[src/rtl/wishbone_arbiter.sv]
// -----------------------------------------------------------------------------
// wishbone_arbiter
//
// Round-robin arbiter sharing one Wishbone classic master port among NUM_REQ
// requesters. A granted requester's command is latched and driven onto the bus
// as a single read or write cycle. Read data and the termination status are
// captured, and a one-cycle done pulse goes back to the owning requester.
//
// Optional feature: define WB_ARB_TIMEOUT_EN to enable a bus-cycle watchdog.
// A bus cycle that sees no termination within TIMEOUT clocks then ends with
// status 3. Without the macro the block waits for a termination forever.
//
// Parameters:
//   NUM_REQ  number of requesters (2..8)
//   TIMEOUT  watchdog limit in clocks (1..65535), used with WB_ARB_TIMEOUT_EN
//
// Ports:
//   clk, rst        clock; asynchronous active-low reset
//   req             per-requester request, held until its done pulse
//   we_i/adr_i/     per-requester command: write enable, address,
//   dat_i/sel_i     write data and byte selects (32/32/4-bit slices)
//   gnt             one-hot current owner (or zero)
//   done            one-cycle completion pulse to the owner
//   rdata, status   read data and termination code (0 ack, 1 err, 2 rty,
//                   3 timeout), valid while done is high
//   adr/dout/sel/we Wishbone master outputs
//   cyc, stb        Wishbone cycle / strobe
//   din             Wishbone read data
//   ack, err, rty   Wishbone terminations
// -----------------------------------------------------------------------------
module wishbone_arbiter #(
  parameter int NUM_REQ = 4,
  parameter int TIMEOUT = 255
) (
  input  logic                   clk,
  input  logic                   rst,
  input  logic [NUM_REQ-1:0]     req,
  input  logic [NUM_REQ-1:0]     we_i,
  input  logic [32*NUM_REQ-1:0]  adr_i,
  input  logic [32*NUM_REQ-1:0]  dat_i,
  input  logic [4*NUM_REQ-1:0]   sel_i,
  output logic [NUM_REQ-1:0]     gnt,
  output logic [NUM_REQ-1:0]     done,
  output logic [31:0]            rdata,
  output logic [1:0]             status,
  output logic [31:0]            adr,
  input  logic [31:0]            din,
  output logic [31:0]            dout,
  output logic                   cyc,
  output logic                   stb,
  output logic [3:0]             sel,
  output logic                   we,
  input  logic                   ack,
  input  logic                   err,
  input  logic                   rty
);

  localparam int IW = (NUM_REQ > 1) ? $clog2(NUM_REQ) : 1;

  localparam logic [1:0] S_IDLE = 2'd0;
  localparam logic [1:0] S_BUS  = 2'd1;
  localparam logic [1:0] S_DONE = 2'd2;

  localparam logic [1:0] ST_ACK = 2'd0;
  localparam logic [1:0] ST_ERR = 2'd1;
  localparam logic [1:0] ST_RTY = 2'd2;

  // Requester 0 wins the first search after reset.
  localparam logic [IW-1:0]      LAST_RST = IW'(NUM_REQ - 1);
  localparam logic [NUM_REQ-1:0] ONE_HOT0 = {{(NUM_REQ-1){1'b0}}, 1'b1};

  // Per-requester views of the packed command buses.
  logic [NUM_REQ-1:0][31:0] adr_arr_s;
  logic [NUM_REQ-1:0][31:0] dat_arr_s;
  logic [NUM_REQ-1:0][3:0]  sel_arr_s;

  assign adr_arr_s = adr_i;
  assign dat_arr_s = dat_i;
  assign sel_arr_s = sel_i;

  logic [1:0]         state_q,      state_d;
  logic [IW-1:0]      last_grant_q, last_grant_d;
  logic [NUM_REQ-1:0] gnt_q,        gnt_d;
  logic [NUM_REQ-1:0] done_q,       done_d;
  logic [31:0]        rdata_q,      rdata_d;
  logic [1:0]         status_q,     status_d;
  logic [31:0]        adr_q,        adr_d;
  logic [31:0]        dout_q,       dout_d;
  logic [3:0]         sel_q,        sel_d;
  logic               we_q,         we_d;
  logic               cyc_q,        cyc_d;

  logic               found_s;
  logic [IW-1:0]      pick_s;

`ifdef WB_ARB_TIMEOUT_EN
  localparam logic [1:0]  ST_TMO   = 2'd3;
  // Counter starts at 0 on the grant edge, so the limit is hit on the
  // TIMEOUT-th BUS edge when the count equals TIMEOUT-1.
  localparam logic [15:0] TMO_LAST = 16'(TIMEOUT - 1);
  logic [15:0]        cnt_q,        cnt_d;
`else
  logic               unused_timeout_s;
  assign unused_timeout_s = (TIMEOUT != 0);
`endif

  // Round-robin search: first pending requester after the last one served.
  always_comb begin
    int            cand;
    logic [IW-1:0] cand_idx;
    found_s = 1'b0;
    pick_s  = last_grant_q;
    for (int i = 1; i <= NUM_REQ; i++) begin
      cand     = (int'(last_grant_q) + i) % NUM_REQ;
      cand_idx = IW'(cand);
      if (req[cand_idx] && !found_s) begin
        found_s = 1'b1;
        pick_s  = cand_idx;
      end else begin
        pick_s  = pick_s;
      end
    end
  end

  // Next-state logic for the grant / bus / completion sequence.
  always_comb begin
    state_d      = state_q;
    last_grant_d = last_grant_q;
    gnt_d        = gnt_q;
    done_d       = done_q;
    rdata_d      = rdata_q;
    status_d     = status_q;
    adr_d        = adr_q;
    dout_d       = dout_q;
    sel_d        = sel_q;
    we_d         = we_q;
    cyc_d        = cyc_q;
`ifdef WB_ARB_TIMEOUT_EN
    cnt_d        = cnt_q;
`endif
    case (state_q)
      S_IDLE: begin
        if (found_s) begin
          state_d      = S_BUS;
          last_grant_d = pick_s;
          gnt_d        = ONE_HOT0 << pick_s;
          cyc_d        = 1'b1;
          we_d         = we_i[pick_s];
          adr_d        = adr_arr_s[pick_s];
          dout_d       = dat_arr_s[pick_s];
          sel_d        = sel_arr_s[pick_s];
`ifdef WB_ARB_TIMEOUT_EN
          cnt_d        = 16'd0;
`endif
        end else begin
          state_d      = S_IDLE;
        end
      end
      S_BUS: begin
        if (ack || err || rty) begin
          state_d  = S_DONE;
          cyc_d    = 1'b0;
          done_d   = gnt_q;
          status_d = ack ? ST_ACK : (err ? ST_ERR : ST_RTY);
          // Only a successful read carries data back.
          if (ack && !we_q) begin
            rdata_d = din;
          end else begin
            rdata_d = rdata_q;
          end
        end else begin
`ifdef WB_ARB_TIMEOUT_EN
          if (cnt_q == TMO_LAST) begin
            state_d  = S_DONE;
            cyc_d    = 1'b0;
            done_d   = gnt_q;
            status_d = ST_TMO;
          end else begin
            cnt_d    = cnt_q + 16'd1;
          end
`else
          state_d = S_BUS;
`endif
        end
      end
      S_DONE: begin
        state_d = S_IDLE;
        done_d  = {NUM_REQ{1'b0}};
        gnt_d   = {NUM_REQ{1'b0}};
      end
      default: begin
        state_d = S_IDLE;
        cyc_d   = 1'b0;
        done_d  = {NUM_REQ{1'b0}};
        gnt_d   = {NUM_REQ{1'b0}};
      end
    endcase
  end

  // State and output registers; reset drops the bus cycle immediately.
  always_ff @(posedge clk or negedge rst) begin
    if (!rst) begin
      state_q      <= S_IDLE;
      last_grant_q <= LAST_RST;
      gnt_q        <= {NUM_REQ{1'b0}};
      done_q       <= {NUM_REQ{1'b0}};
      rdata_q      <= 32'd0;
      status_q     <= 2'd0;
      adr_q        <= 32'd0;
      dout_q       <= 32'd0;
      sel_q        <= 4'd0;
      we_q         <= 1'b0;
      cyc_q        <= 1'b0;
`ifdef WB_ARB_TIMEOUT_EN
      cnt_q        <= 16'd0;
`endif
    end else begin
      state_q      <= state_d;
      last_grant_q <= last_grant_d;
      gnt_q        <= gnt_d;
      done_q       <= done_d;
      rdata_q      <= rdata_d;
      status_q     <= status_d;
      adr_q        <= adr_d;
      dout_q       <= dout_d;
      sel_q        <= sel_d;
      we_q         <= we_d;
      cyc_q        <= cyc_d;
`ifdef WB_ARB_TIMEOUT_EN
      cnt_q        <= cnt_d;
`endif
    end
  end

  assign gnt    = gnt_q;
  assign done   = done_q;
  assign rdata  = rdata_q;
  assign status = status_q;
  assign adr    = adr_q;
  assign dout   = dout_q;
  assign sel    = sel_q;
  assign we     = we_q;
  assign cyc    = cyc_q;
  assign stb    = cyc_q;

endmodule

[config.mk]
export PLATFORM = sky130hd
export DESIGN_NAME = wishbone_arbiter
export DESIGN_NICKNAME = d
export VERILOG_FILES = /design/src/rtl/wishbone_arbiter.sv
export SDC_FILE = /design/constraint.sdc
export NUM_CORES = 1
export LEC_CHECK = 0
export ABC_AREA = 0
export CAP_MARGIN = 30
export CORE_AREA = 5 5 162 164
export DETAILED_ROUTE_END_ITERATION = 6
export DIE_AREA = 0 0 167 169
export PLACE_DENSITY = 0.62
export SLEW_MARGIN = 20
export SYNTH_ARGS = -nofsm -noshare
export SYNTH_HDL_FRONTEND = slang
export SYNTH_SLANG_ARGS = --single-unit
[constraint.sdc]
create_clock -name clk -period 2.7 [get_ports clk]
set_input_delay 0.54 -clock clk [delete_from_list [all_inputs] [get_ports clk]]
set_output_delay 0.54 -clock clk [all_outputs]
set_load 0.02 [all_outputs]
After elaboration in Yosys (flattened, before gate mapping) --
Cells that the tools add are included.
Storage, ports and cells: bits in registers 116, input port bits 317, output and inout port bits 113
Cells by class: $add $sub $neg 4, order comparisons 5, equality and inequality tests 4, shift-type cells 1, mux-type cells 36, bitwise gates (word level) 3, reductions and logical operators 17
Operators by type and width (number):
- binary-select mux 32 bit (select 2 bit) | 2
- two-way mux 32 bit | 2
- case mux 4 bit (2 select lines) | 2
- less-than comparator 2 x 3 -> 1 bit (second input constant) | 5
- two-way mux 2 bit | 7
- two-way mux 1 bit | 12
- two-way mux 4 bit | 3
- binary-select mux 1 bit (select 2 bit) | 5
- binary-select mux 4 bit (select 2 bit) | 1
- AND reduction 2 bit | 4
- AND reduction 3 bit | 2
- adder 2 x 1 -> 2 bit (second input constant) | 2
- adder 2 bit (second input constant) | 2
- logical AND 1 bit | 4
- logical NOT 1 bit | 4
- inequality test 2 bit (second input constant) | 2
- case mux 2 bit (2 select lines) | 1
- << shifter 1 x 2 -> 4 bit (first input constant) | 1
- NOT 1 bit | 3
- case mux 1 bit (3 select lines) | 1
- equality test 2 x 1 -> 1 bit (second input constant) | 1
- equality test 2 bit (second input constant) | 1
- logical NOT 2 bit | 1
- logical OR 1 bit | 2

Longest topological paths before layout --
Gate-level depths: netlist of run 1.
depth after elaboration 16, gate-level depth with buffers 7, mapped depth without buffers 5

Worst setup path after synthesis of run 1 --
No wires, ideal clock.
kind input-to-reg, from input req[3], to register dout_q[15] (netlist: dout[15]), library setup time 0.146 ns, arrival 1.900 ns, slack 0.654 ns, stages 7, path buffers 2, cell sequence nor2b_1 o21a_1 or3b_1 buf_4 buf_4 a211oi_2 o41ai_2
On the way: longest elaborated chain between the ends 14, elaborated cells between the ends (all ways) 25
RTL lines:
- start, declared | RTL line 37 | input logic [NUM_REQ-1:0] req,
- binary-select mux 1 bit (select 2 bit) | RTL line 116 | if (req[cand_idx] && !found_s) begin
- two-way mux 1 bit (implied by the code) | RTL line 116
- two-way mux 1 bit | RTL line 116
- logical NOT 1 bit | RTL line 116
- logical AND 1 bit | RTL line 116
- two-way mux 1 bit | RTL line 116
- logical NOT 1 bit | RTL line 116
- logical AND 1 bit | RTL line 116
- two-way mux 1 bit | RTL line 116
- logical NOT 1 bit | RTL line 116
- logical AND 1 bit | RTL line 116
- two-way mux 2 bit | RTL line 116
- binary-select mux 32 bit (select 2 bit) | RTL line 150 | dout_d = dat_arr_s[pick_s];
- two-way mux 32 bit (implied by the code) | RTL line 150
- end signal, assigned | RTL line 225 | dout_q <= dout_d;
- end, declared | RTL line 88 | logic [31:0] dout_q, dout_d;
Parallel ways exist; a longest one is shown, timed or not. The select of a mux whose other input is x is not followed. A chain may end at the register's enable or synchronous reset.

Worst setup path after layout of run 1 --
from input req[1], to register adr_q[3] (netlist: adr[3])
On the way: longest elaborated chain between the ends 14, elaborated cells between the ends (all ways) 25
RTL lines:
- binary-select mux 1 bit (select 2 bit) | RTL line 116
- two-way mux 1 bit (implied by the code) | RTL line 116
- two-way mux 1 bit | RTL line 116
- logical NOT 1 bit | RTL line 116
- logical AND 1 bit | RTL line 116
- two-way mux 1 bit | RTL line 116
- logical NOT 1 bit | RTL line 116
- logical AND 1 bit | RTL line 116
- two-way mux 1 bit | RTL line 116
- logical NOT 1 bit | RTL line 116
- logical AND 1 bit | RTL line 116
- two-way mux 2 bit | RTL line 116
- binary-select mux 32 bit (select 2 bit) | RTL line 149 | adr_d = adr_arr_s[pick_s];
- two-way mux 32 bit (implied by the code) | RTL line 149
- end signal, assigned | RTL line 224 | adr_q <= adr_d;
- end, declared | RTL line 87 | logic [31:0] adr_q, adr_d;
Parallel ways exist; a longest one is shown, timed or not. The select of a mux whose other input is x is not followed.

==> results.yml, run 1 <==
setup_path:
  critPathKind: "primary input to register"
  cp-end-kind: "register"
  critPathMaxFanout: 37
  arrival_ps: 2580
  worstPathRequired_ps: 2980
  crit_path_start_kind: "primary input"
timing:
  fin_crit_sh: 0.852
  worstMarginPinSlew_ps: 682
  fmax_ghz: 0.435
  layout_min_cycle_time_ps: 2300
  setup_viol: 0
  relSlewSlack: 0.545
  setup_ws_ps: 400
  hold_violations: 0
  final_max_slew_viol_count: 0
  skew_ps: 11.5
  rsz0062_at_grt: "no"
place:
  buffer_ports.inserted: 429
  placed_area_mm2: 0.0117
  gp_congestion: 0.849
  place_ws_ps: -60.4
  dpl.hpwl_mm: 22.3
floorplanning:
  core_mm2: 0.0247
  die_w_um: 167
  pin_count: 430
  core.rowCount: 58
  die_h_um: 169
  start_util: 0.276
  die_area_mm2: 0.0282
cells_and_area:
  nets: 1428
  final_area_mm2: 0.0123
  diodes: 0
  area_growth_pct: 80.3
  drive_gt1_frac: 0.134
  fill_cells: 2325
min_path:
  hold_path_class: "primary input to async pin"
power_and_ir_drop:
  comb_power_share: 0.601
  sw_frac_of_total: 0.428
  p_int_w: 0.00801
  p_switching_w: 0.00599
  seqPwrFrac: 0.229
  p_clk_frac: 0.170
  power_density_mw_per_mm2: 1140
  ir_drop_mv: 0.473
  p_leak_nw: 4.91
detailed_routing:
  antenna_left: 0
  vias: 7497
  via_per_inst: 5.16
  drc: 0
  wire_per_inst_um: 20.8
  drtIter0Drc: 503
  drt_wl_total_mm: 30.2
  first_pass_iters: 5
yosys:
  avgSynthCellArea_um2: 9.76
  yosys_register_bits: 116
  synth_area_mm2: 0.00683
  synthArstFlopShare: 1.00
  synth_edf_count: 0
  synth.most_common_cell: "dfrtp_1"
  synth_flop_cell: "dfrtp_1"
  synth_nets: 1017
  synth.area.top_cells: "dfrtp_1 42%, a211oi_1 12%, o41ai_1 7.4%"
  synthCells: 700
  yosysWarnings: 0
  synthTopCellsByCount: "114 x dfrtp_1, 110 x a211oi_1, 79 x nor2_1"
  synth_cell_types: 38
  seq_area_frac_synth: 0.425
  synth_top_area_share: 0.417
  synth_top_cell_by_area: "dfrtp_1"
clock_network:
  holdBufCountCts: 0
  post-cts-setup-buffers: 0
  htree_levels: 4
  cts.clk_slew.worst_paths_ps: 70
  cts_buffers: 17
  clock_latency_ps: 420
  cts_tree: "done"
  clockRootBuffer: "clkbuf_16"
  ctsResizeCount: 0
  clock_path_buffers: 2
  clkSinkCount: 116
global_route:
  use_met2: 0.354
  grt_pass1_vias: 7694
  overflow: 0
  grt_max_degree: 117
  grt_pass1_wl_mm: 45.5
  antenna_found_initial: 1
  use_met3: 0.0680
  grt.busiest_layer: "met2"
  track_usage: 0.204
  grtUsageMet1: 0.241
status:
  status: "finished clean"
flow_run:
  maxCapViolations: 0
path summary, 6_finish.rpt:
kind                            startpoint  endpoint  slack (ps)  cells past startpoint
setup / recovery                    req[1]    adr[3]         400                      8
hold / removal                         rst  dout[17]         200                      2
setup reg to reg           last_grant_q[0]  dout[27]         480                      5
hold reg to reg                    adr[28]   adr[28]         470                      2
max in group asynchronous              rst   adr[21]        1960                      2
min in group clk                   adr[28]   adr[28]         470                      2
flip-flops by register name, indices dropped and copies added, names as in the netlist:
| register | cells |
|---|---|
| gnt | 4 |
| dout | 32 |
| cyc | 1 |
| status | 2 |
| last_grant_q | 2 |
| rdata | 32 |
| adr | 32 |
| done | 4 |
| sel | 4 |
| we | 1 |
| state_q | 2 |
critical path: stages:
cell and delay, ps:
clkdlybuf4s50_1 470, nor2b_1 160, o21a_1 180, buf_4 140, nor3b_4 300, buf_12 250
a211oi_1 80, o41ai_1 400
layout make-up:
cell class,count,area (um2),area share
inverter,2,7.51,0.000609
timing repair buffer,466,4770,0.387
multi-input combinational,508,3620,0.294
tap,330,413,0.0335
clock inverter,15,183,0.0148
clock buffer,17,425,0.0345
sequential,116,2910,0.236
cell families after synthesis:
logic type	count (synthesis)	share of synthesized area
simple gates	246	0.172
compound gates	226	0.291
buf+inv	76	0.0529
flops	116	0.425
mux	36	0.0586
per-layer routing:
layer	part of all wire	wire length [um]	vias up
met1	0.39	11900	3602
met5	0.00043	13	-
met3	0.087	2640	30
li1	-	-	3529
met4	0.016	497	2
met2	0.50	15200	334
power groups by stage:
| stage | Sequential [W] | Clock, W | Combinational, W |
|---|---|---|---|
| 6_report | 0.00321 | 0.00238 | 0.00841 |
| 5_1_grt | 0.00332 | 0.00253 | 0.00900 |
| 4_1_cts | 0.00322 | 0.00245 | 0.00852 |
| 3_5_place_dp | 0.00324 | 0 | 0.00850 |
| 3_3_place_gp | 0.00321 | 0 | 0.00843 |
| 2_1_floorplan | 0.00412 | 0 | 0.00376 |
stage by stage:
step / total power, W / utilization / setup TNS, ps / hold WS (ps) / std cells
6_report: 0.0140 / 0.498 / 0 / 197 / 1454
5_1_grt: 0.0149 / 0.498 / 0 / 233 / 1454
4_1_cts: 0.0142 / 0.498 / 0 / 236 / 1454
3_5_place_dp: 0.0117 / 0.473 / -170 / 462 / 1422
3_3_place_gp: 0.0116 / 0.473 / 0 / 457 / 1422
2_1_floorplan: 0.00788 / - / 0 / 244 / 700
cells in the final DEF (no fill, tap or decap), types with 2 or more instances in the layout:
master             n
dfstp_2            2
inv_8              4
nand2b_1           5
o21ai_0            5
mux2i_1            4
inv_6              5
clkdlybuf4s50_1  428
buf_4             22
nor2b_1            6
clkinv_4           3
o41ai_2           11
and2_1             2
a211oi_2          27
a211oi_1         110
nand2_1           72
inv_1              2
a21oi_1            6
nor2_1            79
buf_12            16
bufinv_16          2
nor3_1             2
mux2_2            32
o41ai_1           58
nand3_1            2
dfrtp_1          114
clkbuf_16         17
and3_1            69
No activity file was read; power rests on OpenSTA's default activity.
==> run 2: changes to the inputs <==
Settings changed: CORE_AREA 5 5 162 164 to 4 4 166 168, DIE_AREA 0 0 167 169 to 0 0 170 172, PLACE_DENSITY 0.62 to 0.59.
==> run 2 against run 1 <==
- combinational power grew 2%
- design area rose by 0.48%
- hold slack got worse by 140 ps
- largest cell class unchanged
==> results.yml, run 2 (synthesis gave the netlist of run 1 again) <==
clock_network:
  cts.clk_slew.worst_paths_ps: 70
  cts_buffers: 17
  cts_tree: "done"
  htree_levels: 4
  clockRootBuffer: "clkbuf_16"
  clkSinkCount: 116
  holdBufCountCts: 0
  clock_path_buffers: 2
  ctsResizeCount: 0
  post-cts-setup-buffers: 0
  clock_latency_ps: 430
setup_path:
  slowest_delay_ps: 460
  critPathKind: "primary input to register"
  crit_path_start_kind: "primary input"
  worst-path-buf-inv: 3
  cp-end-kind: "register"
  worstPathRequired_ps: 2990
  reg2reg_slack_ps: 420
  r2r-start: "last_grant_q[0]"
  critPathMaxFanout: 37
  cp_cell_sequence: "clkdlybuf4s50_1, nand2b_1, a21oi_1, buf_4, nor3b_4, buf_12, a211oi_1, o41ai_1"
  reg2reg_to: "dout[1]"
  slowest_stage: "clkdlybuf4s50_1"
  arrival_ps: 2580
  crit_family: "buffers and inverters"
  r2r.worst_path.cells: 7
timing:
  final_max_slew_viol_count: 0
  fmax_ghz: 0.436
  worstMarginPinSlew_ps: 551
  fin_crit_sh: 0.849
  layout_min_cycle_time_ps: 2290
  setup_ws_ps: 408
  rsz0062_at_grt: "no"
  skew_ps: 13.9
  hold_violations: 0
  setup_viol: 0
  relSlewSlack: 0.627
cells_and_area:
  nets: 1432
  finalNonFillerCells: 1463
  drive_gt1_frac: 0.137
  area_growth_pct: 81.2
  most-common-layout-cells: "428 x clkdlybuf4s50_1, 114 x dfrtp_1, 110 x a211oi_1"
  diodes: 0
  final_common_cell: "clkdlybuf4s50_1"
place:
  dp.cells: 1431
  place_ws_ps: -51.7
  dpl.hpwl_mm: 23.2
  gp_congestion: 0.880
  buffer_ports.inserted: 429
global_route:
  track_usage: 0.202
  grt_pass1_vias: 7795
  grt_pass1_wl_mm: 46.0
  antenna_found_initial: 0
  overflow: 0
  grt_max_degree: 53
detailed_routing:
  drt_wl_total_mm: 31.1
  drc: 0
  wire_per_inst_um: 21.3
  first_pass_iters: 5
  antenna_left: 0
  vias: 7564
  drtIter0Drc: 453
  via_per_inst: 5.17
power_and_ir_drop:
  p_leak_nw: 4.93
  ir_drop_mv: 0.466
  power_density_mw_per_mm2: 1130
floorplanning:
  core.rowCount: 59
  die_w_um: 170
  die_h_um: 172
  start_util: 0.264
  core_mm2: 0.0259
  pin_count: 430
  die_area_mm2: 0.0292
min_path:
  hold_path_class: "primary input to async pin"
flow_run:
  maxCapViolations: 0
status:
  status: "finished clean"
run 2: cell types whose count changed in the layout (fill, tap and decap cells not counted):
cell / previous run / this run
buf_12: 16 / 20
clkinv_2: 0 / 1
clkbuf_8: 0 / 1
inv_6: 5 / 6
bufinv_16: 2 / 1
inv_8: 4 / 2
clkinv_4: 3 / 1
clkinvlp_4: 1 / 3
run 2: worst max-delay path by stage:
stage | startpoint | to | slack [ps] | cells after the start
after floorplan | req[3] | dout[15] | 650 | 7
after global placement | req[1] | dout[9] | 3 | 9
after detailed placement | req[1] | dout[1] | -50 | 8
after CTS | last_grant_q[0] | dout[1] | 390 | 7
after global routing | last_grant_q[0] | adr[10] | 210 | 7
final | req[1] | dout[1] | 410 | 8
run 2: cell type report:
class	instances	area (um2)
Fill cell	2471	13500
Timing Repair Buffer	470	4850
Multi-Input combinational cell	508	3620
Sequential cell	116	2910
Clock buffer	18	439
Tap cell	335	419
Clock inverter	14	141
Inverter	2	7.51
run 2: power by group:
group	internal [W]	total (W)	switching (W)	leakage, nW
logic	0.00405	0.00857	0.00452	3.24
registers	0.00265	0.00319	0.000542	1.41
clock network	0.00132	0.00230	0.000975	0.279
total	0.00801	0.0141	0.00604	4.93
run 2: per-stage QoR:
step,utilization,area [um2],TNS (ps),power [W],hold WS [ps]
final,0.478,12400,0,0.0141,59.9
after global routing,0.478,12400,0,0.0149,85.4
after CTS,0.478,12400,0,0.0142,72.2
after detailed placement,0.456,11800,-191,0.0119,462
after global placement,0.456,11800,0,0.0118,457
after floorplan,-,6830,0,0.00788,244
run 2: metal layers:
metal	GRT usage	part of all wire
met1	0.241	0.39
met2	0.350	0.50
met3	0.0622	0.085
met4	0.0670	0.024
met5	0	0
==> run 3: changes to the inputs <==
Clock period 2.7 ns to 2.4 ns, I/O delays scaled along.
==> run 3 against run 2 <==
- first-iteration DRC count decreased by 21%
- via count grew 2.0%
- sequential share of layout area fell by 0.65 points
- critical endpoint is now dout[26]
- cell count increased by 3.1%
- global-route usage is 0.35 points higher
- the flow now finishes with violations (design-rule violations)
- sequential cell count did not move
- design area is 2.8% higher
- sequential power rose by 13%
- worst setup slack got worse by 240 ps
- clock skew is 4.0 ps lower
- clock power increased by 12%
==> results.yml, run 3 (synthesis gave the netlist of run 1 again) <==
global_route:
  track_usage: 0.206
  grt_pass1_vias: 8201
  antenna_found_initial: 0
  overflow: 0
  grt_pass1_wl_mm: 47.0
  grt_max_degree: 63
timing:
  rsz0062_at_grt: "no"
  tns_ps: 0
  skew_ps: 9.89
  fmax_ghz: 0.447
  layout_min_cycle_time_ps: 2240
  hold_violations: 0
  final_max_slew_viol_count: 0
  setup_viol: 0
  worstMarginPinSlew_ps: 518
  relSlewSlack: 0.650
  fin_crit_sh: 0.932
cells_and_area:
  final_util: 0.492
  most-common-layout-cells: "428 x clkdlybuf4s50_1, 114 x dfrtp_1, 110 x a211oi_1"
  drive_gt1_frac: 0.171
  diodes: 0
  final_common_cell: "clkdlybuf4s50_1"
  nets: 1477
  area_growth_pct: 86.4
clock_network:
  clock_latency_ps: 420
  htree_levels: 4
  cts_buffers: 17
  post-cts-setup-buffers: 0
  cts_tree: "done"
  clkSinkCount: 116
  clockRootBuffer: "clkbuf_16"
  clock_path_buffers: 2
  cts.clk_slew.worst_paths_ps: 70
floorplanning:
  core_mm2: 0.0259
  start_util: 0.264
  pin_count: 430
  die_h_um: 172
  die_w_um: 170
  core.rowCount: 59
  die_area_mm2: 0.0292
power_and_ir_drop:
  comb_power_share: 0.622
  p_int_w: 0.00936
  p_switching_w: 0.00700
  power_density_mw_per_mm2: 1280
  ir_drop_mv: 0.512
  seqPwrFrac: 0.221
  p_clk_frac: 0.157
  sw_frac_of_total: 0.428
  p_leak_nw: 5.16
flow_run:
  maxCapViolations: 0
min_path:
  holdPathStages: 2
  hold_end: "adr[6]"
  hp-start: "adr[6]"
  hold_path_class: "register to register"
place:
  dpl.hpwl_mm: 24.3
  buffer_ports.inserted: 429
  gp_congestion: 0.890
detailed_routing:
  route.met3.wl_mm: 2.83
  antenna_left: 0
  top_layer: "met4"
  drc: 2
  vias: 7713
  first_pass_iters: 7
  wire_per_inst_um: 20.9
  via_per_inst: 5.11
  wl_met2_mm: 15.6
  drt_wl_total_mm: 31.5
  wl_met1_mm: 12.2
  drtIter0Drc: 356
setup_path:
  arrival_ps: 2540
  worstPathRequired_ps: 2700
  critPathMaxFanout: 25
  cp-end-kind: "register"
  r2r.worst_path.cells: 8
  slowest_delay_ps: 570
  crit_path_start_kind: "register"
  r2r-start: "last_grant_q[0]"
  critPathKind: "register to register"
  reg2reg_to: "dout[26]"
  worst_path_most_repeated_cell: "buf_4"
  reg2reg_slack_ps: 160
  cp_cell_sequence: "nand2b_2, a21oi_1, buf_4, nor3b_4, buf_12, buf_4, a211oi_1, o41ai_1"
  slowest_stage: "dfstp_2"
status:
  status: "finished, violations left"
  violations: "design-rule violations"
run 3: cell count changes in the layout (fill, tap and decap cells not counted), moves of 2 or more:
cell | previous run | this run
buf_4 | 22 | 66
clkinv_8 | 0 | 2
clkinvlp_4 | 3 | 1
inv_8 | 2 | 5
run 3: per-layer routing:
layer,vias to the layer above,global-route usage
met1,3689,0.240
met3,50,0.0629
met5,-,0
li1,3611,-
met2,363,0.361
met4,0,0.0701
run 3: critical path: cells and delay by family, from the launching register on:
family	cells	cell delay, ps
compound gates	3	560
simple gates	2	430
flops	1	570
buf+inv	3	560
run 3: area by class of cell:
cell class	instances	area, um2
Sequential cell	116	2910
Clock buffer	17	425
Timing Repair Buffer	515	5190
Multi-Input combinational cell	508	3630
Inverter	2	7.51
Clock inverter	15	158
Tap cell	335	419
Fill cell	2398	13200
run 3: how the worst max path moves through the flow:
stage                          from  endpoint  slack [ps]  cells after the start
floorplan                    req[3]  dout[15]         410                      7
global placement             req[1]  dout[12]        -200                      9
detailed placement           req[1]  dout[26]        -310                      9
CTS                 last_grant_q[0]    sel[1]          40                      8
global route        last_grant_q[0]  dout[11]          40                      8
finish              last_grant_q[0]  dout[26]         160                      8
run 3: repair_timing:
action / 4_1_cts / 5_1_grt
setup endpoints to repair: 0 / 36
resized for setup: 0 / 2
hold buffers: 1 / 0
hold endpoints to repair: 15 / 0
run 3: through the flow:
step / cell area [um2] / hold WS [ps] / setup slack (ps) / cells / power, W
after floorplan: 6830 / 184 / 414 / 700 / 0.00886
after global placement: 12100 / 452 / -197 / 1475 / 0.0138
after detailed placement: 12100 / 456 / -313 / 1475 / 0.0139
after CTS: 12700 / 475 / 41.5 / 1508 / 0.0165
after global routing: 12700 / 495 / 35.5 / 1508 / 0.0174
final: 12700 / 472 / 163 / 1508 / 0.0164
run 3: power by group through the flow:
| stage | combinational [W] | sequential [W] | clock (W) |
|---|---|---|---|
| floorplan | 0.00423 | 0.00464 | 0 |
| global placement | 0.0101 | 0.00361 | 0 |
| detailed placement | 0.0102 | 0.00363 | 0 |
| CTS | 0.0103 | 0.00362 | 0.00266 |
| global route | 0.0109 | 0.00374 | 0.00274 |
| finish | 0.0102 | 0.00361 | 0.00257 |
